===== src/rtl/disparity_search_ctrl_if.sv =====
// Handshake bundle between the disparity search controller and its neighbours:
// search request, candidate issue, SAD return and best-match result.
interface disparity_search_ctrl_if #(
  parameter int unsigned DISP_W = 6,
  parameter int unsigned SAD_W  = 8
);
  logic              req_valid;
  logic              req_ready;
  logic              cand_valid;
  logic [DISP_W-1:0] disp_idx;
  logic              sad_valid;
  logic [SAD_W-1:0]  sad;
  logic              out_valid;
  logic              out_ready;
  logic [DISP_W-1:0] best_disp;
  logic [SAD_W-1:0]  best_sad;
  logic              err;

  // Environment side: front end, SAD datapath and disparity-map writer.
  modport master (
    output req_valid, sad_valid, sad, out_ready,
    input  req_ready, cand_valid, disp_idx, out_valid, best_disp, best_sad, err
  );

  // Controller side.
  modport slave (
    input  req_valid, sad_valid, sad, out_ready,
    output req_ready, cand_valid, disp_idx, out_valid, best_disp, best_sad, err
  );
endinterface


===== src/rtl/disparity_search_ctrl.sv =====
// Sweeps candidate disparities 0..MAX_DISP-1 through one SAD unit and keeps the minimum.
// Optional macro DISP_TIE_FAR_EN: ties resolve to the larger disparity.
module disparity_search_ctrl #(
  parameter int unsigned MAX_DISP = 64,
  parameter int unsigned DISP_W   = 6,
  parameter int unsigned SAD_W    = 8
) (
  input logic                   clk,
  input logic                   rst,
  disparity_search_ctrl_if.slave bus
);

  localparam logic [DISP_W-1:0] LAST_IDX = DISP_W'(MAX_DISP - 1);
  localparam logic [SAD_W-1:0]  SAD_MAX  = '1;

  typedef enum logic [1:0] {IDLE, ISSUE, DRAIN, DONE} state_t;

  state_t            state, state_nxt;
  logic [DISP_W-1:0] issue_cnt, issue_cnt_nxt;
  logic [DISP_W-1:0] rcv_cnt, rcv_cnt_nxt;
  logic [DISP_W-1:0] best, best_nxt;
  logic [SAD_W-1:0]  min_sad, min_sad_nxt;
  logic              err_flag, err_nxt;
  logic              req_ready_r, cand_valid_r, out_valid_r;
  logic              better;

  // State and datapath registers; status outputs are flopped from the next state.
  always_ff @(posedge clk) begin
    if (rst) begin
      state        <= IDLE;
      issue_cnt    <= '0;
      rcv_cnt      <= '0;
      best         <= '0;
      min_sad      <= SAD_MAX;
      err_flag     <= 1'b0;
      req_ready_r  <= 1'b1;
      cand_valid_r <= 1'b0;
      out_valid_r  <= 1'b0;
    end else begin
      state        <= state_nxt;
      issue_cnt    <= issue_cnt_nxt;
      rcv_cnt      <= rcv_cnt_nxt;
      best         <= best_nxt;
      min_sad      <= min_sad_nxt;
      err_flag     <= err_nxt;
      req_ready_r  <= (state_nxt == IDLE);
      cand_valid_r <= (state_nxt == ISSUE);
      out_valid_r  <= (state_nxt == DONE);
    end
  end

  // Next-state, candidate sequencing and running-minimum update.
  always_comb begin
    state_nxt     = state;
    issue_cnt_nxt = issue_cnt;
    rcv_cnt_nxt   = rcv_cnt;
    best_nxt      = best;
    min_sad_nxt   = min_sad;
    err_nxt       = err_flag;
`ifdef DISP_TIE_FAR_EN
    better        = (bus.sad <= min_sad);
`else
    better        = (bus.sad < min_sad);
`endif

    case (state)
      IDLE: begin
        if (bus.sad_valid) err_nxt = 1'b1;
        if (bus.req_valid) begin
          state_nxt     = ISSUE;
          issue_cnt_nxt = '0;
          rcv_cnt_nxt   = '0;
          min_sad_nxt   = SAD_MAX;
          best_nxt      = '0;
        end
      end
      ISSUE, DRAIN: begin
        if (state == ISSUE) begin
          if (issue_cnt == LAST_IDX) state_nxt = DRAIN;
          else                       issue_cnt_nxt = issue_cnt + DISP_W'(1);
        end
        // Last result wins over the ISSUE->DRAIN move (zero-latency SAD).
        if (bus.sad_valid) begin
          if (better) begin
            min_sad_nxt = bus.sad;
            best_nxt    = rcv_cnt;
          end
          rcv_cnt_nxt = rcv_cnt + DISP_W'(1);
          if (rcv_cnt == LAST_IDX) state_nxt = DONE;
        end
      end
      DONE: begin
        if (bus.sad_valid) err_nxt = 1'b1;
        if (bus.out_ready) state_nxt = IDLE;
      end
      default: state_nxt = IDLE;
    endcase

    // disp_idx reads zero whenever no candidate is being issued.
    if (state_nxt != ISSUE) issue_cnt_nxt = '0;
  end

  assign bus.req_ready  = req_ready_r;
  assign bus.cand_valid = cand_valid_r;
  assign bus.disp_idx   = issue_cnt;
  assign bus.out_valid  = out_valid_r;
  assign bus.best_disp  = best;
  assign bus.best_sad   = min_sad;
  assign bus.err        = err_flag;

endmodule


===== src/flat_wrapper.sv =====
// flat-port wrapper written by rule: the top's interface ports become plain ports
module disparity_search_ctrl_flat 
#(
  parameter int unsigned MAX_DISP = 64,
  parameter int unsigned DISP_W   = 6,
  parameter int unsigned SAD_W    = 8
)
  (clk, rst, bus_req_valid, bus_sad_valid, bus_sad, bus_out_ready, bus_req_ready, bus_cand_valid, bus_disp_idx, bus_out_valid, bus_best_disp, bus_best_sad, bus_err);
  disparity_search_ctrl_if #(.DISP_W(DISP_W), .SAD_W(SAD_W)) bus_i ();
  input logic clk;
  input logic rst;
  input wire logic [$bits(bus_i.req_valid)-1:0] bus_req_valid;
  input wire logic [$bits(bus_i.sad_valid)-1:0] bus_sad_valid;
  input wire logic [$bits(bus_i.sad)-1:0] bus_sad;
  input wire logic [$bits(bus_i.out_ready)-1:0] bus_out_ready;
  output wire logic [$bits(bus_i.req_ready)-1:0] bus_req_ready;
  output wire logic [$bits(bus_i.cand_valid)-1:0] bus_cand_valid;
  output wire logic [$bits(bus_i.disp_idx)-1:0] bus_disp_idx;
  output wire logic [$bits(bus_i.out_valid)-1:0] bus_out_valid;
  output wire logic [$bits(bus_i.best_disp)-1:0] bus_best_disp;
  output wire logic [$bits(bus_i.best_sad)-1:0] bus_best_sad;
  output wire logic [$bits(bus_i.err)-1:0] bus_err;
  assign bus_i.req_valid = bus_req_valid;
  assign bus_i.sad_valid = bus_sad_valid;
  assign bus_i.sad = bus_sad;
  assign bus_i.out_ready = bus_out_ready;
  assign bus_req_ready = bus_i.req_ready;
  assign bus_cand_valid = bus_i.cand_valid;
  assign bus_disp_idx = bus_i.disp_idx;
  assign bus_out_valid = bus_i.out_valid;
  assign bus_best_disp = bus_i.best_disp;
  assign bus_best_sad = bus_i.best_sad;
  assign bus_err = bus_i.err;
  disparity_search_ctrl #(.MAX_DISP(MAX_DISP), .DISP_W(DISP_W), .SAD_W(SAD_W)) u_core (.clk(clk), .rst(rst), .bus(bus_i));
endmodule

===== config.mk =====
export PLATFORM = sky130hd
export DESIGN_NAME = disparity_search_ctrl_flat
export DESIGN_NICKNAME = d
export VERILOG_FILES = /design/src/rtl/disparity_search_ctrl_if.sv /design/src/rtl/disparity_search_ctrl.sv /design/src/flat_wrapper.sv
export SDC_FILE = /design/constraint.sdc
export NUM_CORES = 1
export LEC_CHECK = 0
export ABC_AREA = 0
export BUFFER_PORTS_ARGS = -buffer_cell sky130_fd_sc_hd__buf_2
export CORE_UTILIZATION = 28
export DETAILED_ROUTE_END_ITERATION = 7
export RECOVER_POWER = 25
export SLEW_MARGIN = 20
export SYNTH_ARGS = -nofsm -noshare
export SYNTH_HDL_FRONTEND = slang
export SYNTH_SLANG_ARGS = --single-unit
export TNS_END_PERCENT = 30

===== constraint.sdc =====
create_clock -name clk -period 2.65 [get_ports clk]
set_input_delay 0.53 -clock clk [delete_from_list [all_inputs] [get_ports clk]]
set_output_delay 0.53 -clock clk [all_outputs]
set_load 0.005 [all_outputs]

* After elaboration in Yosys (flattened, before gate mapping) *
Cells that the tools add are included.

word-level totals
  word-level logic and storage cells = 55
  bits in writable memories = 0
  memories = 0
  memory bits (read-only) = 0
  latch bits = 0
  bits in registers = 32

cells by class
  shift-type cells = 0
  mux-type cells = 20
  magnitude comparators = 1
  multiply operators = 0
  div/mod/pow operators = 0
  reductions and logical operators = 10
  bitwise gates (word level) = 0
  eq/ne operators = 13
  add/subtract/negate cells = 2

operators by type and width
  kind                                                    number
  2-to-1 mux 6 bit                                        6
  case mux 6 bit (2 select lines)                         3
  2-to-1 mux 8 bit                                        3
  case mux 8 bit (2 select lines)                         1
  adder 6 x 1 -> 6 bit (second input constant)            2
  equality test 6 bit (second input constant)             2
  2-to-1 mux 2 bit                                        6
  less-than comparator 8 bit                              1
  AND reduction 4 bit                                     2
  equality test 2 bit (second input constant)             3
  inequality test 2 x 1 -> 1 bit (second input constant)  3
  inequality test 2 bit (second input constant)           3
  case mux 2 bit (3 select lines)                         1
  OR reduction 2 bit                                      3
  equality test 2 x 1 -> 1 bit (second input constant)    2
  logical NOT 2 bit                                       2
  AND reduction 3 bit                                     1
  AND reduction 2 bit                                     1
  nonzero test 2 bit                                      1

* Longest topological paths before layout *
  word-level depth = 8
  depth in mapped cells = 10
  gate-level depth less buffers = 7

* Worst setup path before layout *
Ideal clock, no wire load.

  kind = flip-flop to flip-flop
  start = reg u_core.state[0]
  end = reg u_core.min_sad[0], in the netlist u_core.bus.best_sad[0]
  stages on the path, launching flop included = 11
  arrival = 2023 ps
  setup time = 120 ps
  path slack = 508 ps
  clock period less this slack = 2142 ps
  buffers on the path = 3
  cells stage by stage = dfxtp_1 inv_1 ha_1 buf_4 mux2i_1 a21oi_4 o21ai_2 a2111o_1 buf_6 buf_6 mux2i_1

between the ends
  cells in the longest elaborated chain, start to end = 4
  elaborated cells on any way between the ends = 10

ends and longest elaborated chain
  item                                                                           RTL line                     source
  start, declared                                                                disparity_search_ctrl.sv:18  state_t state, state_nxt;
  start signal, assigned                                                         disparity_search_ctrl.sv:40  state <= state_nxt;
  equality test 2 bit or equality test 2 x 1 -> 1 bit (tied branches)            disparity_search_ctrl.sv:66  case (state)
  OR reduction 2 bit                                                             disparity_search_ctrl.sv:66
  inequality test 2 x 1 -> 1 bit (no source line), or another cell as far along  -
  AND reduction 4 bit (no source line)                                           -
  end signal, assigned                                                           disparity_search_ctrl.sv:44  min_sad <= min_sad_nxt;
  end, declared                                                                  disparity_search_ctrl.sv:22  logic [SAD_W-1:0] min_sad, min_sad_nxt;

Parallel ways exist; a longest one is shown, timed or not.
A chain may end at the register's enable or synchronous reset.

* Worst setup path in the final report *
  start = reg u_core.state[0]
  end = reg u_core.issue_cnt[5], in the netlist u_core.bus.disp_idx[5]

between the ends
  cells in the longest elaborated chain, start to end = 7
  elaborated cells on any way between the ends = 20

ends and longest elaborated chain
  item                                                              RTL line                                                                               source
  equality test 2 x 1 -> 1 bit or 2-to-1 mux 2 bit (tied branches)  disparity_search_ctrl.sv:66, disparity_search_ctrl.sv:78, disparity_search_ctrl.sv:79
  2-to-1 mux 2 bit                                                  disparity_search_ctrl.sv:78                                                            if (state == ISSUE) begin
  2-to-1 mux 2 bit                                                  disparity_search_ctrl.sv:89                                                            if (rcv_cnt == LAST_IDX) state_nxt = DONE;
  2-to-1 mux 2 bit                                                  disparity_search_ctrl.sv:83                                                            if (bus.sad_valid) begin
  case mux 2 bit (3 select lines)                                   disparity_search_ctrl.sv:66
  inequality test 2 x 1 -> 1 bit                                    disparity_search_ctrl.sv:100                                                           if (state_nxt != ISSUE) issue_cnt_nxt = '0;
  OR reduction 2 bit (no source line)                               -
  end signal, assigned                                              disparity_search_ctrl.sv:41                                                            issue_cnt <= issue_cnt_nxt;
  end, declared                                                     disparity_search_ctrl.sv:19                                                            logic [DISP_W-1:0] issue_cnt, issue_cnt_nxt;

Parallel ways exist; a longest one is shown, timed or not.

==> metrics.txt <==
P&R area growth vs syn=20.6%; clk slew on worst S/H paths=70 ps; Yosys warnings=0; DR vias/cell=4.60; CTS sink count=32; XOR/XNOR Fraction of Synth Area=3.66%; Seq cells post-synth=32; unrepaired setup endpoints after global routing=no; GR Layer Usage met2=19.1%; Worst Hold Class=flip-flop to flip-flop; fraction of the mapped netlist area in compound gates=11.1%; initial drt markers=57; WHS Endpoint=u_core.bus.best_disp[3]; Post-Place Cell Area=1920 sq um; simple-gate share of the synthesized area=21.4%; Worst R2R Path Depth=7; Detailed Route WL=3520 microns; Hold Slack=463 ps; largest net degree at the start of global routing=13; CP arrival=2560 ps; GRT Util Overall=12.5%; Die Ht=79.3 microns; Synth cell types=38; syn_nets=217; Max FO, Critical Path=8; Syn Inst Count=191; GR Layer Usage met1=15.9%; Hold Path Origin=u_core.bus.best_disp[3]; Avg Inst Size Synth=8.76 sq um; CTS Buf Count=5; most common cell after layout, fill and taps aside=nor2_1; critical path capture point type=flip-flop; Core Util, Final=35.8%; Final Hold Violating Endpoints=0; Post-Layout Cell Count=303; GR peak layer=met2; Hold Crit Depth=2; drt wl/cell=11.6 microns; met3 Usage GRT=3.45%; vias in the first global route=1343; Worst setup SP type=flip-flop; initial antenna violation count=0; deepest clock path buffer count=2; GPL Wtd Cong=0.847; Layout Skew=10.7 ps; Rel. slew slack=56.8%; Die X=79.3 microns; status=completed; most frequent cells in the layout=34 x nor2_1, 32 x dfxtp_1, 29 x buf_2; setup TNS=0 ps; I/O Buffers=36; Final setup viols=0; DR vias=1394; Leakage=0.938 nW; reg2reg setup slack=300 ps; DRC errors left=0; Final ANT Viol Nets=0; H-Tree Level Count=2; VDD IR-drop max=0.204 mV; Worst EP required=2860 ps; Crit Path Class=flip-flop to flip-flop; Total Die Area=6290 sq um; initial core utilization=29.7%; mapped cell area=1670 sq um; first-pass GRT wire length=5930 microns; max-slew violation count=0; post-detail-place hpwl=2680 microns; std cell rows=27; residual overflow from global routing=0; Crit Reg-Reg Endpoint=u_core.bus.disp_idx[5]; antenna cell count=0; Design Area, Final=2020 sq um; Adder-Cell Fraction of Synth Area=9.72%; Boundary Pins=37; Tmin final=2350 ps; register area share after synthesis=38.3%; proportion of layout cells with a drive suffix above 1=19.0%; R2R Path Start=u_core.state[0]; Inst Count DP=295; FMAX=0.425 GHz; drt first pass iters=4; mux contribution to synthesized area=10.2%; core area=5640 sq um; # hold bufs at CTS=0; Power Dens Cells=551 nW/um^2; worst skew pair latency=290 ps; Worst-Margin Slew=646 ps; Post-layout nets=256; largest family of logic cells by synthesized area=simple AND/OR/NAND/NOR gates; max-cap violation count=0; Tcrit/Tclk final=88.8%; CTS tree=done; clock root buffer=clkbuf_8
worst max path at each step:
stage / from / to / slack, ps / cells after the start
after floorplan: u_core.state[0] / u_core.bus.best_sad[0] / 510 / 10
after global placement: u_core.state[0] / u_core.bus.disp_idx[5] / 280 / 7
after detailed placement: u_core.state[0] / u_core.bus.disp_idx[5] / 230 / 7
after CTS: u_core.state[0] / u_core.bus.disp_idx[5] / 210 / 7
after global routing: u_core.state[1] / u_core.bus.disp_idx[5] / 60 / 7
final: u_core.state[0] / u_core.bus.disp_idx[5] / 300 / 7
critical path: stages (launching register included):
cell,delay [ps]
dfxtp_1,410
inv_1,110
ha_2,430
inv_1,120
or4_1,570
a31oi_2,260
o311ai_1,210
a21oi_1,180
cells in the mapped netlist (all sizes together):
library cell	count	area share [%]
o211ai	1	0.45
nand3b	1	0.45
a41o	1	0.60
o31a	1	0.52
nand2	20	4.5
mux2	1	0.67
clkbuf	2	0.45
a2111o	1	0.67
buf	4	2.0
nand3	5	1.5
a2111oi	2	1.0
o2bb2ai	1	0.52
o21ai	4	1.4
xnor2	1	0.52
a22oi	2	0.90
a31oi	1	0.75
inv	14	3.1
a21oi	6	2.5
o32ai	1	0.52
or3	1	0.37
dfxtp	32	38
nand2b	4	1.5
o311ai	1	0.52
nand4	4	1.5
a211oi	1	0.75
and2	1	0.37
mux2i	16	9.6
nor2	34	7.6
xor2	6	3.1
or4	1	0.45
ha	13	9.7
nor2b	3	1.1
and3	4	1.5
and4	1	0.52
state kept, by name, summed over array words and instances, names as in the netlist:
name and cells:
u_core.bus.best_sad 8, u_core.bus.req_ready 1, u_core.bus.cand_valid 1, u_core.bus.disp_idx 6, u_core.bus.err 1, u_core.state 2
u_core.rcv_cnt 6, u_core.bus.out_valid 1, u_core.bus.best_disp 6
cell type report:
type	instances	area, sq um
Multi-Input combinational cell	139	942
Inverter	14	52.6
Timing Repair Buffer	38	186
Clock inverter	2	35.0
Sequential cell	32	641
Fill cell	597	3620
Clock buffer	6	72.6
Tap cell	72	90.1
metrics by stage:
stage | power [mW] | setup slack (ps)
floorplan | 0.622 | 508
global placement | 0.663 | 279
detailed placement | 0.664 | 229
CTS | 1.13 | 209
global route | 1.18 | 60.0
finish | 1.11 | 297
power by group:
part           internal [mW]  total [mW]  leakage (nW)  switching [mW]
clock network          0.279       0.462        0.0552           0.183
logic                 0.0624       0.149         0.623          0.0866
registers              0.493       0.503         0.260         0.00977
metal layers:
metal  vias up  part of all wire [%]
met5         -                     0
met1       628                    52
met4         0                   1.9
met2        27                    43
li1        732                     -
met3         7                   3.6
logic make-up (layout without fill, tap and decap cells):
| logic type | Yosys count | in the layout |
|---|---|---|
| DFF | 32 | 32 |
| muxes | 17 | 17 |
| and+or+nand+nor | 79 | 79 |
| adders and majority gates | 13 | 13 |
| xor gates and xnor gates | 7 | 7 |
| AOI/OAI and AO/OA | 23 | 23 |
| buffers and inverters | 20 | 60 |
timing repair:
item	4_1_cts	5_1_grt
buffers inserted	0	0
setup endpoints to repair	0	1
gates resized for setup	0	1
Note: power is estimated with default switching activity, not from simulation.
